`config.mk`:
```
export PLATFORM = sky130hd
export DESIGN_NAME = ocsim_data_sink_flat
export DESIGN_NICKNAME = d
export VERILOG_FILES = /design/src/rtl/ocsim_data_sink_if.sv /design/src/rtl/ocsim_data_sink.sv /design/src/flat_wrapper.sv
export SDC_FILE = /design/constraint.sdc
export NUM_CORES = 1
export LEC_CHECK = 0
export CAP_MARGIN = 20
export CORE_MARGIN = 4
export CORE_UTILIZATION = 35
export CTS_CLUSTER_DIAMETER = 80
export CTS_CLUSTER_SIZE = 40
export DETAILED_ROUTE_END_ITERATION = 6
export PLACE_DENSITY = 0.6
export SETUP_SLACK_MARGIN = 0.15
export SLEW_MARGIN = 30
export SYNTH_ARGS = -nofsm -noshare
export SYNTH_HDL_FRONTEND = slang
export SYNTH_SLANG_ARGS = --single-unit
export TNS_END_PERCENT = 50
```
`constraint.sdc`:
```
create_clock -name clock -period 9.2 [get_ports clock]
set_input_delay 0.92 -clock clock [delete_from_list [all_inputs] [get_ports clock]]
set_output_delay 0.92 -clock clock [all_outputs]
set_load 0.01 [all_outputs]
```
`src/rtl/ocsim_data_sink_if.sv`:
```
// Valid/ready stream bundle between a sender (master) and the data sink (slave).
interface ocsim_data_sink_if #(
  parameter type Type = logic [31:0]
);
  Type  inData;
  logic inValid;
  logic inReady;

  modport master (output inData, output inValid, input inReady);
  modport slave  (input inData, input inValid, output inReady);
endinterface

```
`src/rtl/ocsim_data_sink.sv`:
```
// Stream sink: duty-cycled inReady, beat counting, content/protocol checking
// and a rotate-xor checksum over all accepted beats.
module ocsim_data_sink #(
  parameter type Type = logic [31:0]
) (
  input  logic                        clock,
  input  logic                        reset,
  ocsim_data_sink_if.slave            sink_if,
  input  logic                        running_i,
  input  logic [6:0]                  duty_cycle_i,
  input  logic [1:0]                  data_contents_i,
  input  logic                        clear_counts_i,
  output logic [31:0]                 count_o,
  output logic [31:0]                 error_count_o,
  output logic [31:0]                 stall_count_o,
  output logic [$bits(Type)-1:0]      checksum_o,
  output logic                        held_o
);

  localparam int unsigned W        = $bits(Type);
  localparam int unsigned LfsrW    = 16;
  localparam int unsigned ProdW    = LfsrW + 7;
  localparam logic [1:0]  DtRandom = 2'd0;
  localparam logic [1:0]  DtZero   = 2'd1;
  localparam logic [1:0]  DtOne    = 2'd2;

  typedef enum logic {
    S_IDLE,
    S_HELD
  } state_e;

  state_e             state_q;
  logic [W-1:0]       held_data_q;
  logic [LfsrW-1:0]   lfsr_q;
  logic               in_ready_q;
  logic               illegal_seen_q;
  logic [31:0]        count_q;
  logic [31:0]        error_count_q;
  logic [31:0]        stall_count_q;
  logic [W-1:0]       checksum_q;

  logic [W-1:0]       data_c;
  logic               valid_c;
  logic               xfer_c;
  logic               stall_c;
  logic               content_err_c;
  logic               illegal_hit_c;
  logic               dropped_c;
  logic               changed_c;
  logic [31:0]        err_inc_c;
  logic [ProdW-1:0]   prod_c;
  logic [6:0]         pct_c;

  assign data_c  = sink_if.inData;
  assign valid_c = sink_if.inValid;
  assign xfer_c  = valid_c & in_ready_q;
  assign stall_c = valid_c & ~in_ready_q;

  // Scale the LFSR into 0..99 so duty 0 never and duty >=100 always asserts ready.
  assign prod_c = ProdW'(lfsr_q) * ProdW'(100);
  assign pct_c  = prod_c[ProdW-1:LfsrW];

  // Content check applies only to accepted beats; an illegal mode is reported once.
  always_comb begin
    content_err_c = 1'b0;
    illegal_hit_c = 1'b0;
    if (xfer_c) begin
      case (data_contents_i)
        DtRandom: content_err_c = 1'b0;
        DtZero:   content_err_c = (data_c != '0);
        DtOne:    content_err_c = (data_c != '1);
        default: begin
          illegal_hit_c = 1'b1;
          content_err_c = ~illegal_seen_q;
        end
      endcase
    end
  end

  // Protocol checks against the beat held since the first stalled edge.
  always_comb begin
    dropped_c = 1'b0;
    changed_c = 1'b0;
    if (state_q == S_HELD) begin
      dropped_c = ~valid_c;
      changed_c = valid_c & (data_c != held_data_q);
    end
    err_inc_c = 32'(content_err_c) + 32'(changed_c) + 32'(dropped_c);
  end

  always_ff @(posedge clock or posedge reset) begin
    if (reset) begin
      state_q        <= S_IDLE;
      held_data_q    <= '0;
      lfsr_q         <= LfsrW'(16'hACE1);
      in_ready_q     <= 1'b0;
      illegal_seen_q <= 1'b0;
      count_q        <= '0;
      error_count_q  <= '0;
      stall_count_q  <= '0;
      checksum_q     <= '0;
    end else begin
      lfsr_q     <= {1'b0, lfsr_q[LfsrW-1:1]} ^ (lfsr_q[0] ? LfsrW'(16'hB400) : '0);
      in_ready_q <= running_i && (pct_c < duty_cycle_i);

      if (illegal_hit_c) begin
        illegal_seen_q <= 1'b1;
      end

      case (state_q)
        S_IDLE: begin
          if (stall_c) begin
            held_data_q <= data_c;
            state_q     <= S_HELD;
          end
        end
        S_HELD: begin
          if (!valid_c) begin
            state_q <= S_IDLE;
          end else begin
            // Track the new value so a single change is reported once.
            if (changed_c) begin
              held_data_q <= data_c;
            end
            if (in_ready_q) begin
              state_q <= S_IDLE;
            end
          end
        end
        default: state_q <= S_IDLE;
      endcase

      if (clear_counts_i) begin
        count_q       <= '0;
        error_count_q <= '0;
        stall_count_q <= '0;
        checksum_q    <= '0;
      end else begin
        if (xfer_c) begin
          count_q    <= count_q + 32'd1;
          checksum_q <= {checksum_q[W-2:0], checksum_q[W-1]} ^ data_c;
        end
        error_count_q <= error_count_q + err_inc_c;
        if (stall_c) begin
          stall_count_q <= stall_count_q + 32'd1;
        end
      end
    end
  end

  assign sink_if.inReady = in_ready_q;
  assign count_o         = count_q;
  assign error_count_o   = error_count_q;
  assign stall_count_o   = stall_count_q;
  assign checksum_o      = checksum_q;
  assign held_o          = (state_q == S_HELD);

endmodule

```
`src/flat_wrapper.sv`:
```
// flat-port wrapper written by rule: the top's interface ports become plain ports
module ocsim_data_sink_flat 
#(
  parameter type Type = logic [31:0]
)
  (clock, reset, running_i, duty_cycle_i, data_contents_i, clear_counts_i, count_o, error_count_o, stall_count_o, checksum_o, held_o, sink_if_inData, sink_if_inValid, sink_if_inReady);
  ocsim_data_sink_if #(.Type(Type)) sink_if_i ();
  input  logic clock;
  input  logic reset;
  input  logic running_i;
  input  logic [6:0] duty_cycle_i;
  input  logic [1:0] data_contents_i;
  input  logic clear_counts_i;
  output logic [31:0] count_o;
  output logic [31:0] error_count_o;
  output logic [31:0] stall_count_o;
  output logic [$bits(Type)-1:0] checksum_o;
  output logic held_o;
  input wire logic [$bits(sink_if_i.inData)-1:0] sink_if_inData;
  input wire logic [$bits(sink_if_i.inValid)-1:0] sink_if_inValid;
  output wire logic [$bits(sink_if_i.inReady)-1:0] sink_if_inReady;
  assign sink_if_i.inData = sink_if_inData;
  assign sink_if_i.inValid = sink_if_inValid;
  assign sink_if_inReady = sink_if_i.inReady;
  ocsim_data_sink #(.Type(Type)) u_core (.clock(clock), .reset(reset), .sink_if(sink_if_i), .running_i(running_i), .duty_cycle_i(duty_cycle_i), .data_contents_i(data_contents_i), .clear_counts_i(clear_counts_i), .count_o(count_o), .error_count_o(error_count_o), .stall_count_o(stall_count_o), .checksum_o(checksum_o), .held_o(held_o));
endmodule
```
==> results.sh, run 1 <==
export IMPL_clockRootBuffer="clkbuf_16"
export IMPL_synth_edf_count=0
export IMPL_vias=7289
export IMPL_cpMostUsedCell="nand4_1"
export IMPL_wl_per_cell_um=15.8
export IMPL_synth_flop_cell="dfrtp_1"
export IMPL_clock_sinks=179
export IMPL_min_period_ps=4350
export IMPL_seqPwrFrac_pct=47.9
export IMPL_required_ps=9550
export IMPL_endpoint_kind="flip-flop"
export IMPL_post_cts_buffers=0
export IMPL_drv_slew=0
export IMPL_m1WireLength_um=11500
export IMPL_status="finished clean"
export IMPL_pre_cts_slack_ps=4470
export IMPL_cts_hold_buf=0
export IMPL_die_width_um=176
export IMPL_cts_tree="done"
export IMPL_synth_area_top_cells="dfrtp_1, xnor2_1, ha_1, nor2_1, xor2_1"
export IMPL_peakVddDrop_uv=92.7
export IMPL_diodes=0
export IMPL_hold_viol=0
export IMPL_htreeDepth=4
export IMPL_drtPass1Iterations=4
export IMPL_power_per_cell_area_nw_per_um2=146
export IMPL_boundaryPins=176
export IMPL_timing_final_ws_setup_ps=4850
export IMPL_fp_dieH_um=176
export IMPL_synth_area_leader_cell="dfrtp_1"
export IMPL_path_buf_inv=2
export IMPL_hold_path_class="flip-flop to flip-flop"
export IMPL_crit_path_max_fanout=8
export IMPL_start_util_pct=35.5
export IMPL_max_slew_margin_pct=37.5
export IMPL_core_um2=27700
export IMPL_layout_drive_gt1_share_pct=7.47
export IMPL_synth_area_per_cell_um2=10.4
export IMPL_path_clk_slew_ps=70
export IMPL_switching_share_pct=27.6
export IMPL_nets=1231
export IMPL_cp_top_family="simple AND/OR/NAND/NOR gates"
export IMPL_met2RoutedLength_um=10900
export IMPL_power_leakage_uw=0.00544
export IMPL_grt_usage_pct=15.4
export IMPL_drt_iter0_drc=460
export IMPL_worstSetupPathType="primary input to flip-flop"
export IMPL_syn_nets=1061
export IMPL_async_flop_share_pct=100
export IMPL_critPathMaxStageDelay_ps=650
export IMPL_dr_wl_met3_um=999
export IMPL_grt_pass1_wl_um=38800
export IMPL_pwr_share_clk_pct=39.4
export IMPL_period_share_pct=47.3
export IMPL_combPwrFrac_pct=12.7
export IMPL_dp_hpwl_um=17100
export IMPL_clock_skew_ps=16.9
export IMPL_path_cells="clkdlybuf4s50_1 > xnor2_1 > nand4_1 > nor4_1 > a21oi_2 > ha_1 > inv_1 > fa_1 > nand2b_1 > a211oi_4 > nand4_1 > or3_1 > a21oi_1"
export IMPL_io_buffers=175
export IMPL_cts_resized_gates=0
export IMPL_ant_nets=0
export IMPL_ys_warn_count=0
export IMPL_cts_max_path_buffers=2
export IMPL_dieArea_um2=30800
export IMPL_critPathSlowestCell="clkdlybuf4s50_1"
export IMPL_syn_cell_area_um2=9820
export IMPL_gr_total_overflow=0
export IMPL_top_layer_used="met4"
export IMPL_drc_errors=0
export IMPL_synth_cells=942
export IMPL_cts_buffers=17
export IMPL_post_synth_top_count_cell="dfrtp_1"
export IMPL_fin_tns_setup_ps=0
export IMPL_p_switching_uw=504
export IMPL_cp_start_kind="primary input"
export IMPL_ys_types=51
export IMPL_viasPerCell=4.85
export IMPL_synth_top_area_share_pct=43.6
export IMPL_antenna_found_initial=0
export IMPL_ys_seq_elements=179
export IMPL_area_growth_pct=27.5
export IMPL_ys_seq_area_share_pct=45.7
export IMPL_clock_latency_ps=430
export IMPL_rows=61
export IMPL_grt_max_degree=104
export IMPL_wirelength_um=23700
export IMPL_worst_slew_pin_slew_ps=936
export IMPL_gp_congestion=0.767
export IMPL_rsz0062_at_grt="false"
export IMPL_clock_fmax_ghz=0.230
export IMPL_setup_viol=0
export IMPL_grt_pass1_vias=7177
export IMPL_yosys_top_cells_count="dfrtp_1, nor2_1, xnor2_1"
export IMPL_intPower_uw=1320
export IMPL_max_cap_violations=0
export IMPL_crit_arrival_ps=4690
==> worst paths after layout <==
check,start,endpoint,slack [ps],cells after the start
worst max-delay path,sink_if_inData[30],u_core.error_count_o[21],4850,13
worst min-delay path,u_core.lfsr_q[6],u_core.lfsr_q[5],400,0
worst max register to register,u_core.lfsr_q[6],u_core.sink_if.inReady,4980,16
worst min register to register,u_core.lfsr_q[6],u_core.lfsr_q[5],400,0
max in group asynchronous,reset,u_core.error_count_o[24],7020,3
min in group asynchronous,reset,u_core.checksum_o[1],1020,2
==> routing by layer <==
metal / track usage [%] / vias up
met5: 0 / -
met4: 3.74 / 0
met3: 2.97 / 22
met2: 24.2 / 146
met1: 22.2 / 3568
li1: - / 3553
==> power groups by stage <==
stage                     Combinational, µW  Clock, µW  Sequential, µW
after floorplan                         136          0             888
after CTS                               237        739             875
after global placement                  234          0             888
after detailed placement                235          0             890
after global routing                    256        773             880
final                                   232        721             875
==> worst register-to-register path, delay by kind of cell (launching register included) <==
kind	cells	cell delay, ps
AOI/OAI and AO/OA	7	1700
buffers and inverters	2	90
DFF	1	590
adders and majority gates	5	1520
and+or+nand+nor	2	240
==> cell type report <==
cell class / instances / area [µm²]
clock buffers: 19 / 443
clock inverters: 13 / 131
multi-input cells: 673 / 4970
repair buffers: 178 / 1780
inverters: 63 / 244
flip-flops and latches: 179 / 4490
well taps: 378 / 473
fillers: 2614 / 15200
==> cell usage in the layout (no fill, tap or decap), drive strengths merged, types with 2 or more instances in the layout <==
| master | synthesis | final |
|---|---|---|
| clkdlybuf4s50 | 0 | 174 |
| dfrtp | 171 | 171 |
| nor2 | 141 | 141 |
| xnor2 | 98 | 98 |
| inv | 63 | 71 |
| ha | 61 | 61 |
| xor2 | 60 | 60 |
| nand4 | 46 | 46 |
| nand2 | 36 | 36 |
| nand3 | 36 | 36 |
| a211oi | 35 | 35 |
| mux2 | 32 | 32 |
| a21oi | 19 | 19 |
| clkbuf | 20 | 19 |
| nor4 | 15 | 15 |
| and3 | 12 | 12 |
| fa | 12 | 12 |
| o21ai | 12 | 12 |
| nor3 | 12 | 12 |
| and4 | 8 | 8 |
| dfstp | 8 | 8 |
| or3 | 7 | 7 |
| and2 | 6 | 6 |
| nor2b | 5 | 5 |
| nand2b | 4 | 4 |
| buf | 7 | 4 |
| a21o | 3 | 3 |
| clkinv | 0 | 3 |
| o221ai | 2 | 2 |
| clkinvlp | 0 | 2 |
==> logic make-up (layout without fill, tap and decap cells) <==
| logic type | count (synthesis) | in the layout | synth area share, % |
|---|---|---|---|
| multiplexers | 33 | 33 | 3.77 |
| AND/OR/NAND/NOR | 332 | 332 | 17.2 |
| adder cells (fa/ha/maj) | 73 | 73 | 10.2 |
| flip-flops | 179 | 179 | 45.7 |
| AO/OA/AOI/OAI | 77 | 77 | 5.35 |
| XOR/XNOR | 158 | 158 | 14.1 |
| buffers and inverters | 90 | 273 | 3.69 |
==> through the flow <==
stage               instances  hold slack, ps  area, µm²  util (%)  total power, µW
global route             1503             414      12500      45.2             1910
detailed placement       1471             401      12000      43.1             1120
floorplan                 942             383       9820         -             1020
finish                   1503             405      12500      45.2             1830
CTS                      1503             406      12500      45.2             1850
global placement         1471             400      11900      43.1             1120
==> state kept, by name, summed over array words and instances (netlist names) <==
| name | cells |
|---|---|
| u_core.checksum_o | 32 |
| u_core.count_o | 32 |
| u_core.error_count_o | 32 |
| u_core.held_data_q | 32 |
| u_core.held_o | 1 |
| u_core.illegal_seen_q | 1 |
| u_core.lfsr_q | 16 |
| u_core.sink_if.inReady | 1 |
| u_core.stall_count_o | 32 |
(Power assumes the default switching activity.)
==> inputs of run 2 (changes only) <==
Settings changed: PLACE_DENSITY 0.6 to 0.62.
Clock period 9.2 ns to 3.65 ns, I/O delays scaled along.
==> results.sh, run 2 (same netlist as run 1, synthesis figures left out) <==
export IMPL_critPathCapture="u_core.sink_if.inReady"
export IMPL_final_common_cell="dfrtp_1"
export IMPL_period_share_pct=103
export IMPL_grt_pass1_vias=7440
export IMPL_r2r_slack_ps=-110
export IMPL_drt_iter0_drc=438
export IMPL_reg2reg_to="u_core.sink_if.inReady"
export IMPL_cts_buffers=17
export IMPL_drv_slew=0
export IMPL_max_slew_margin_pct=51.8
export IMPL_cts_max_path_buffers=2
export IMPL_cp_start_kind="flip-flop"
export IMPL_dp_hpwl_um=17900
export IMPL_path_clk_slew_ps=80
export IMPL_io_buffers=175
export IMPL_min_period_ps=3760
export IMPL_drtPass1Iterations=4
export IMPL_antenna_found_initial=0
export IMPL_boundaryPins=176
export IMPL_gr_total_overflow=0
export IMPL_clock_fmax_ghz=0.266
export IMPL_vias=7622
export IMPL_status="complete, but fails checks"
export IMPL_required_ps=3960
export IMPL_rsz0062_at_grt="true"
export IMPL_pre_cts_slack_ps=-342
export IMPL_wirelength_um=24800
export IMPL_core_um2=27700
export IMPL_setup_viol=1
export IMPL_clockRootBuffer="clkbuf_16"
export IMPL_reg2reg_depth=15
export IMPL_place_inst=1537
export IMPL_layout_drive_gt1_share_pct=17.0
export IMPL_gp_congestion=0.793
export IMPL_place_area_um2=12500
export IMPL_clock_skew_ps=21.1
export IMPL_ant_nets=0
export IMPL_whs_ps=305
export IMPL_start_util_pct=35.5
export IMPL_worst_slew_pin_slew_ps=724
export IMPL_mostFrequentLayoutCells="dfrtp_1, clkdlybuf4s50_1, nor2_1, xnor2_1, buf_4"
export IMPL_endpoint_kind="flip-flop"
export IMPL_cts_tree="done"
export IMPL_final_cell_area_um2=13400
export IMPL_clock_latency_ps=440
export IMPL_r2r_start="u_core.lfsr_q[4]"
export IMPL_dieArea_um2=30800
export IMPL_timing_final_ws_setup_ps=-109
export IMPL_violations="negative setup slack"
export IMPL_max_cap_violations=0
export IMPL_viasPerCell=4.85
export IMPL_grt_usage_pct=15.8
export IMPL_hold_viol=0
export IMPL_diodes=0
export IMPL_wl_per_cell_um=15.7
export IMPL_rows=61
export IMPL_fp_dieH_um=176
export IMPL_nets=1301
export IMPL_die_width_um=176
export IMPL_clock_sinks=179
export IMPL_hold_path_class="primary input to asynchronous set/reset pin"
export IMPL_worstSetupPathType="flip-flop to flip-flop"
export IMPL_power_leakage_uw=0.00586
export IMPL_crit_path_max_fanout=4
export IMPL_grt_pass1_wl_um=39700
export IMPL_stdcell_count=1572
export IMPL_peakVddDrop_uv=248
export IMPL_grt_max_degree=79
export IMPL_crit_arrival_ps=4070
export IMPL_power_per_cell_area_nw_per_um2=345
export IMPL_drc_errors=0
export IMPL_htreeDepth=4
export IMPL_area_growth_pct=36.8
export IMPL_critPathLaunch="u_core.lfsr_q[4]"
-- run 2: changes by cell type in the layout (fill, tap and decap cells not counted), moves of 7 or more --
cell,delta
ha_1,-14
ha_4,+14
inv_1,-7
dlymetal6s2s_1,+10
clkdlybuf4s50_1,-13
inv_2,+7
buf_4,+66
-- run 2: timing repair --
action / CTS / global route
buffers inserted: 1 / 3
setup endpoints to repair: 8 / 25
gates resized for setup: 26 / 40
hold buffers: 0 / 0
hold endpoints to repair: 0 / 0
pin swaps: 21 / 30
cloned: 0 / 0
-- run 2: layout make-up --
type	instances	area, µm²
Sequential cell	179	4490
Timing Repair Buffer	248	2380
Clock inverter	14	138
Multi-Input combinational cell	673	5280
Tap cell	378	473
Fill cell	2583	14300
Clock buffer	17	425
Inverter	63	240
-- run 2: power by group --
part           internal [µW]  switching [µW]  total [µW]
Sequential              2100            98.7        2200
Combinational            345             297         642
Clock                    904             883        1790
-- run 2: routing by layer --
metal  vias to the layer above  part of all wire, %  GRT usage (%)
met5                         -                    0              0
met4                         0                  1.1           3.67
met3                        18                  4.1           2.97
met2                       149                   47           25.3
met1                      3753                   48           22.3
li1                       3702                    -              -
-- run 2: how the worst min path moves through the flow --
stage,startpoint,end,depth (start not counted)
after global placement,u_core.lfsr_q[15],u_core.lfsr_q[14],0
after CTS,reset,u_core.checksum_o[27],2
after floorplan,u_core.lfsr_q[6],u_core.lfsr_q[5],0
final,reset,u_core.checksum_o[27],2
after global routing,reset,u_core.checksum_o[27],2
after detailed placement,u_core.lfsr_q[15],u_core.lfsr_q[14],0
-- run 2: metrics by stage --
stage / utilization (%) / TNS, ps / power [µW]
after floorplan: - / -64.9 / 2580
after global placement: 45.1 / -5760 / 2860
after detailed placement: 45.1 / -6150 / 2880
after CTS: 47.7 / -117 / 4690
after global routing: 48.5 / -288 / 4820
final: 48.5 / -109 / 4630
-- run 2: critical path: stages, from the launching register on --
cell	delay, ps
dfrtp_2	450
ha_1	280
ha_1	310
fa_1	470
ha_1	360
a21oi_2	170
o221ai_2	140
a222oi_1	300
buf_4	220
o21ai_4	70
a21oi_2	160
xnor2_1	90
ha_1	310
nand3_1	70
o221ai_1	150
o21ai_1	90
